===== src/rtl/core_ctrl_pkg.sv =====
// Shared core-control definitions: GPR index width, datapath width and the x0 index.
package core_ctrl_pkg;

    localparam int unsigned GPR_IDX_W = 5;
    localparam int unsigned XLEN      = 32;

    localparam logic [GPR_IDX_W-1:0] GPR_ZERO = 5'd0;

endpackage


===== src/rtl/core_ctrl_rr_arb.sv =====
// Combinational round-robin arbiter: first requester at or above ptr, wrapping modulo NUM_SRC.
module core_ctrl_rr_arb #(
    parameter int unsigned NUM_SRC = 3,
    parameter int unsigned PTR_W   = (NUM_SRC > 1) ? $clog2(NUM_SRC) : 1
) (
    input  logic [NUM_SRC-1:0] req,
    input  logic [PTR_W-1:0]   ptr,
    output logic [NUM_SRC-1:0] gnt,
    output logic [PTR_W-1:0]   gnt_idx
);

    logic        found;
    int unsigned j;

    always_comb begin
        gnt     = '0;
        gnt_idx = '0;
        found   = 1'b0;
        j       = 0;
        for (int unsigned k = 0; k < NUM_SRC; k++) begin
            // ptr is always < NUM_SRC, so a single subtraction is enough to wrap
            j = 32'(ptr) + k;
            if (j >= NUM_SRC) begin
                j = j - NUM_SRC;
            end
            if (!found && req[j]) begin
                found   = 1'b1;
                gnt[j]  = 1'b1;
                gnt_idx = PTR_W'(j);
            end
        end
    end

endmodule


===== src/rtl/core_ctrl_wb_retire.sv =====
// Writeback/retire stage: arbitrates completing units, drives the regfile write
// port and the scoreboard retire port one cycle after accept, and counts retires.
module core_ctrl_wb_retire
    import core_ctrl_pkg::*;
#(
    parameter int unsigned NUM_SRC = 3,
    parameter int unsigned CNT_W   = 64
) (
    input  logic                           clk,
    input  logic                           rstn,
    input  logic [NUM_SRC-1:0]             wb_src_valid,
    output logic [NUM_SRC-1:0]             wb_src_ready,
    input  logic [NUM_SRC*GPR_IDX_W-1:0]   wb_src_rd_idx,
    input  logic [NUM_SRC*XLEN-1:0]        wb_src_data,
    output logic                           scb_ret_reg_valid,
    output logic [GPR_IDX_W-1:0]           scb_ret_reg_idx,
    output logic                           gpr_wr_en,
    output logic [GPR_IDX_W-1:0]           gpr_wr_idx,
    output logic [XLEN-1:0]                gpr_wr_data,
    output logic [CNT_W-1:0]               ret_cnt
);

    localparam int unsigned PTR_W = (NUM_SRC > 1) ? $clog2(NUM_SRC) : 1;

    logic [PTR_W-1:0]     rr_ptr;
    logic [PTR_W-1:0]     gnt_idx;
    logic [PTR_W-1:0]     next_ptr;
    logic [NUM_SRC-1:0]   gnt;
    logic                 accept;
    logic [GPR_IDX_W-1:0] sel_rd;
    logic [XLEN-1:0]      sel_data;

    core_ctrl_rr_arb #(
        .NUM_SRC (NUM_SRC),
        .PTR_W   (PTR_W)
    ) u_arb (
        .req     (wb_src_valid),
        .ptr     (rr_ptr),
        .gnt     (gnt),
        .gnt_idx (gnt_idx)
    );

    assign wb_src_ready = gnt;
    assign accept       = |gnt;
    assign next_ptr     = (gnt_idx == PTR_W'(NUM_SRC - 1)) ? '0 : gnt_idx + PTR_W'(1);

    // gnt is one-hot or zero, so an AND-OR mux selects the winner's payload
    always_comb begin
        sel_rd   = '0;
        sel_data = '0;
        for (int unsigned i = 0; i < NUM_SRC; i++) begin
            if (gnt[i]) begin
                sel_rd   = sel_rd   | wb_src_rd_idx[i*GPR_IDX_W +: GPR_IDX_W];
                sel_data = sel_data | wb_src_data[i*XLEN +: XLEN];
            end
        end
    end

    always_ff @(posedge clk or negedge rstn) begin
        if (!rstn) begin
            rr_ptr            <= '0;
            scb_ret_reg_valid <= 1'b0;
            scb_ret_reg_idx   <= '0;
            gpr_wr_en         <= 1'b0;
            gpr_wr_idx        <= '0;
            gpr_wr_data       <= '0;
            ret_cnt           <= '0;
        end else begin
            scb_ret_reg_valid <= accept;
            // x0 still retires so its scoreboard entry clears, but never writes the regfile
            gpr_wr_en         <= accept && (sel_rd != GPR_ZERO);
            if (accept) begin
                rr_ptr          <= next_ptr;
                scb_ret_reg_idx <= sel_rd;
                gpr_wr_idx      <= sel_rd;
                gpr_wr_data     <= sel_data;
                ret_cnt         <= ret_cnt + CNT_W'(1);
            end
        end
    end

endmodule


===== config.mk =====
export PLATFORM = sky130hd
export DESIGN_NAME = core_ctrl_wb_retire
export DESIGN_NICKNAME = d
export VERILOG_FILES = /design/src/rtl/core_ctrl_pkg.sv /design/src/rtl/core_ctrl_rr_arb.sv /design/src/rtl/core_ctrl_wb_retire.sv
export SDC_FILE = /design/constraint.sdc
export NUM_CORES = 1
export LEC_CHECK = 0
export ABC_AREA = 1
export CAP_MARGIN = 20
export CORE_ASPECT_RATIO = 0.5
export CORE_MARGIN = 5
export CORE_UTILIZATION = 50
export CTS_CLUSTER_DIAMETER = 50
export DETAILED_ROUTE_END_ITERATION = 7
export GPL_TIMING_DRIVEN = 1
export PLACE_DENSITY = 0.87
export SKIP_LAST_GASP = 1
export SYNTH_ARGS = -nofsm -noshare
export SYNTH_HDL_FRONTEND = slang
export SYNTH_SLANG_ARGS = --single-unit

===== constraint.sdc =====
create_clock -name clk -period 6.3 [get_ports clk]
set_clock_uncertainty 0.2 [all_clocks]
set_input_delay 0.945 -clock clk [delete_from_list [all_inputs] [get_ports clk]]
set_output_delay 0.945 -clock clk [all_outputs]
set_load 0.03 [all_outputs]

# --- Word-level counts from Yosys, hierarchy flattened ---
# Cells that the tools add are included.
op_classes:
  order_cmp: 9
  div: 0
  muxes: 30
  shift: 0
  bitwise_logic: 6
  mul: 0
  reduce_logical: 10
  eq_ne: 1
  add_sub_neg: 7
op_table:
  columns: ["op", "count"]
  rows:
  - ["32-bit two-way mux", 6]
  - ["32-bit by 1-bit greater-or-equal comparator with 1-bit output (second input constant)", 3]
  - ["32-bit by 3-bit < comparator with 1-bit output (second input constant)", 3]
  - ["64-bit by 1-bit adder with 64-bit output (second input constant)", 1]
  - ["32-bit by 2-bit greater-or-equal comparator with 1-bit output (second input constant)", 2]
  - ["32-bit OR", 2]
  - ["32-bit by 2-bit subtractor with 32-bit output (second input constant)", 2]
  - ["5-bit two-way mux", 3]
  - ["5-bit OR", 2]
  - ["3-bit two-way mux", 3]
  - ["1-bit two-way mux", 8]
  - ["2-bit two-way mux", 4]
  - ["1-bit binary-select mux with 2-bit select", 3]
  - ["1-bit demux with 2-bit select", 3]
  - ["1-bit logical AND", 6]
  - ["3-bit OR", 2]
  - ["5-bit nonzero test", 1]
  - ["2-bit by 1-bit adder with 3-bit output (second input constant)", 1]
  - ["2-bit by 2-bit adder with 3-bit output (second input constant)", 1]
  - ["3-bit OR reduction", 1]
  - ["2-bit by 2-bit subtractor with 3-bit output (second input constant)", 1]
  - ["2-bit by 1-bit adder with 2-bit output (second input constant)", 1]
  - ["2-bit == test (second input constant)", 1]
  - ["2-bit greater-or-equal comparator (second input constant)", 1]
  - ["1-bit logical NOT", 2]
word_totals:
  latch_bits: 0
  out_inout_bits: 111
  n_memories: 0
  rom_bits: 0
  ramBits: 0
  register_bits: 105
  wordCells: 69

# --- Logic depth before layout (Yosys ltp) ---
depth:
  depth_word: 18
  ltp_mapped: 17

# --- Hierarchy ---
# Synthesis repeated with hierarchy kept, for this count alone.
unflattened:
  hier_cells: 859
  hier_area_um2: 6140.9
by_module_without_submodules:
  columns: ["module", "cells_each", "area_per_inst_um2", "instances", "seq_area_each_um2"]
  rows:
  - ["core_ctrl_wb_retire", 805, 5860.6, 1, 2627.5]
  - ["core_ctrl_rr_arb", 54, 280.3, 1, 0.0]

# --- Worst setup path before layout ---
# OpenSTA, ideal clock, no wires.
synth_timing:
  path_kind: "input-to-output"
  from: "input port wb_src_valid[0]"
  to: "output port wb_src_ready[2]"
  setup_slack_ps: 3220
  arrival_time_ps: 1935
  t_required_ps: 5155
  cell_stages: 8
  path_cell_list: "nand2_1 nand3_2 nand2_4 nand2_1 nand2_1 nand2_1 nand2_1 clkbuf_1"
synth_via:
  elab_chain_cells: 9
  word_cells_on_any_way: 17
  classes_between: "11 x mux; 2 x bitwise; 4 x reduce/logical"
synth_rtl:
  columns: ["item", "line", "text"]
  rows:
  - ["start: declaration", "core_ctrl_wb_retire.sv:11", "input logic [NUM_SRC-1:0] wb_src_valid,"]
  - ["1-bit binary-select mux with 2-bit select", "core_ctrl_rr_arb.sv:26", "if (!found && req[j]) begin"]
  - ["1-bit two-way mux (not written as such)", "core_ctrl_rr_arb.sv:26", null]
  - ["1-bit two-way mux", "core_ctrl_rr_arb.sv:26", null]
  - ["1-bit logical NOT", "core_ctrl_rr_arb.sv:26", null]
  - ["1-bit logical AND", "core_ctrl_rr_arb.sv:26", null]
  - ["1-bit two-way mux", "core_ctrl_rr_arb.sv:26", null]
  - ["1-bit logical NOT", "core_ctrl_rr_arb.sv:26", null]
  - ["1-bit logical AND", "core_ctrl_rr_arb.sv:26", null]
  - ["3-bit two-way mux (*)", "core_ctrl_rr_arb.sv:26", null]
  - ["end: declaration", "core_ctrl_wb_retire.sv:12", "output logic [NUM_SRC-1:0] wb_src_ready,"]
# Mark *: on every way between the ends. The rest lies on a longest branch, timed or not. The select of a mux whose other input is x is not followed.

# --- Final worst setup path ---
layout_timing:
  from: "input port wb_src_valid[2]"
  to: "output port wb_src_ready[0]"
# Same word-level chain as after synthesis.

==> run_results.csv <==
group,metric,value,unit
route,drt-total-wl,23230,um
power,pwr-share-clk,13.7,%
placed_design,hpwl,17960,um
timing,tightest_slew,972.3,ps
route,dr_total_vias,7183,
clock_tree,cts_resized,0,
yosys,syn_nets,1084,
clock_tree,post_cts_buffers,0,
worst_hold_path,hold_start,"gpr_wr_data[17]",
global_routing,busiest_layer,"met2",
worst_setup_path,crit_fanout,9,
yosys,syn_avg_cell_area,6.839,um^2
global_routing,antenna_found_initial,0,
power,total_power,0.004634,W
global_routing,grt_use_met1,38.90,%
global_routing,grt_use_met2,49.45,%
power,leakagePower,3.978,nW
floorplanning,initial_core_util,51.57,%
timing,max_freq,0.2528,GHz
floorplanning,num_rows,29,
final_layout,mostFrequentLayoutCells,"394 x nand2_1, 225 x clkdlybuf4s50_1, 105 x dfrtp_1",
clock_tree,cts_buffers,9,
clock_tree,cts.sinks,105,
floorplanning,dieHeight,91.16,um
route,avgViaCountPerCell,5.333,
global_routing,grt_util_met3,6.161,%
timing,maxSlewHeadroom,35.18,%
yosys,yosysWarnings,0,
worst_setup_path,crit_path_start,"wb_src_valid[2]",
worst_setup_path,path_common_cell,"nand2_1",
timing,setup-tns-final,0,ps
global_routing,track_usage,29.43,%
yosys,ys_seq_area_share,39.89,%
final_layout,drive_gt1_share,2.889,%
final_layout,final_common_cell,"nand2_1",
floorplanning,io-pin-count,227,
final_layout,fin_cells,1347,
worst_setup_path,slowest_delay,680,ps
worst_setup_path,cp.required,5150,ps
yosys,synth-seq-cells,105,
final_layout,diodes,0,
timing,slew_viol_final,0,
floorplanning,core,12770,um^2
timing,setup_viol,0,
power,p_switching,0.002428,W
worst_setup_path,slowest_stage,"clkdlybuf4s50_1",
power,vdd_ir_drop_max,449.4,uV
worst_setup_path,path_cells,"clkdlybuf4s50_1, nand2_1, nand2_1, nand2_4, inv_2, nand2_1, nand2_1, inv_1, nand2_2, clkdlybuf4s50_1",
power,power_density,502.7,nW/um^2
clock_tree,cts_tree,"done",
timing,fin_crit_sh,62.80,%
worst_setup_path,end_kind,"output pin",
clock_tree,clockBufferDepth,2,
final_layout,finalNetCount,1293,
final_layout,fin_util,72.17,%
worst_setup_path,r2r-start,"rr_ptr[0]",
final_layout,n_fill_cell,1046,
yosys,syn_area,6586,um^2
route,drtIter0Drc,676,
route,drt_first_pass_iters,5,
global_routing,grt_pass1_wl,36690,um
global_routing,overflow,0,
timing,period_minus_slack,3956,ps
flow_run,maxCapViolCount,0,
timing,hold_violations,0,
placed_design,numPortBuffers,226,
clock_tree,clock-root-buffer,"clkbuf_16",
power,switching_share,52.39,%
clock_tree,clk_latency,350,ps
yosys,syn_inst,963,
floorplanning,die-width,172.3,um
route,postRouteAntennaNets,0,
worst_setup_path,critPathBufInv,4,
worst_setup_path,arrival,2810,ps
worst_setup_path,path_class,"primary input to output pin",
power,comb_power_share,63.3,%
power,share_seq_of_total_power,23.0,%
global_routing,grt_max_degree,107,
clock_tree,cts-htree-levels,3,
power,p_int,0.002206,W
run_status,outcome,"finished clean",
placed_design,gp_congestion,0.9994,
worst_setup_path,crit_path_start_kind,"primary input",
timing,rsz0062_at_grt,"no",
global_routing,grt_pass1_vias,6927,
worst_hold_path,hold_path_class,"flop to flop",
route,drc,0,
timing,hold_ws,277.5,ps
floorplanning,die_area,15710,um^2
yosys,netlist-cell-type-count,28,
placed_design,place_inst,1331,
final_layout,area_delta_synth_final,39.95,%
route,route.detailed.wl_per_inst,17.25,um
worst_setup_path,cpLargestDelayFamily,"buffers and inverters",
clock_tree,cts_hold_buffers,0,
clock_tree,clk_pin_slew,70,ps
[flip-flops by register name (all words and copies together) (netlist names)]
| signal | count |
|---|---|
| scb_ret_reg_valid | 1 |
| gpr_wr_idx | 5 |
| ret_cnt | 64 |
| gpr_wr_data | 32 |
| rr_ptr | 2 |
| gpr_wr_en | 1 |
[layout make-up]
cell class	instances	area [um^2]	share of cell area (%)
well taps	170	212.7	2.308
repair buffers	232	2305	25.00
inverters	78	292.8	3.176
clock inverters	6	96.34	1.045
multi-input cells	746	3445	37.37
flip-flops and latches	105	2628	28.51
clock buffers	10	239.0	2.593
[synth_stat cells, drive strengths merged]
master | number | area (um^2)
nor2 | 90 | 345.3
or2 | 1 | 6.260
nand4 | 23 | 143.9
a21o | 4 | 30.03
xor2 | 42 | 367.9
ha | 5 | 62.56
clkbuf | 4 | 15.01
nor3 | 29 | 150.1
o21ai | 56 | 280.3
and2 | 1 | 6.260
nand3b | 9 | 67.56
dfrtp | 105 | 2628
nand3 | 49 | 250.2
xnor2 | 6 | 52.55
buf | 30 | 206.5
a21oi | 33 | 165.2
nand2 | 397 | 1508
o221ai | 1 | 8.760
inv | 78 | 292.8
[tightest hold or removal path, delay by kind of cell (launching register included)]
family / cells / cell delay (ps)
DFF: 1 / 350
and+or+nand+nor: 2 / 100
[kinds of logic (layout without fill, tap and decap cells)]
kind of cell / Yosys count / in the layout / synth area share, %
xor gates and xnor gates: 48 / 48 / 6.383
AOI/OAI and AO/OA: 94 / 94 / 7.352
buffers and inverters: 112 / 326 / 7.808
adders and majority gates: 5 / 5 / 0.9498
DFF: 105 / 105 / 39.89
and+or+nand+nor: 599 / 599 / 37.61
[per-stage QoR]
stage	area [um^2]	setup WS (ps)
floorplan	6586	3220
global placement	8882	2431
detailed placement	8882	2212
CTS	9218	2359
global route	9218	2243
finish	9218	2344
[power groups by stage]
| stage | registers (W) | clock network (W) | logic, W |
|---|---|---|---|
| finish | 0.00106 | 0.000637 | 0.00293 |
| global route | 0.00109 | 0.000670 | 0.00326 |
| CTS | 0.00106 | 0.000641 | 0.00294 |
| detailed placement | 0.00107 | 0 | 0.00292 |
| global placement | 0.00106 | 0 | 0.00282 |
| floorplan | 0.00139 | 0 | 0.00183 |
[worst paths after layout]
kind                              endpoint  cells past startpoint  slack [ps]
max                        wb_src_ready[0]                     10        2340
max reg2reg                     ret_cnt[6]                     16        2720
min reg2reg                gpr_wr_data[17]                      2         280
max in group asynchronous      ret_cnt[28]                      2        4270
min                        gpr_wr_data[17]                      2         280
min in group asynchronous    gpr_wr_idx[3]                      1         400
[routing by layer]
metal	wire, um	up-vias
met5	0	-
met4	515	0
met3	2056	40
met2	11120	325
met1	9544	3362
li1	-	3456
Note: power is estimated with default switching activity, not from simulation.
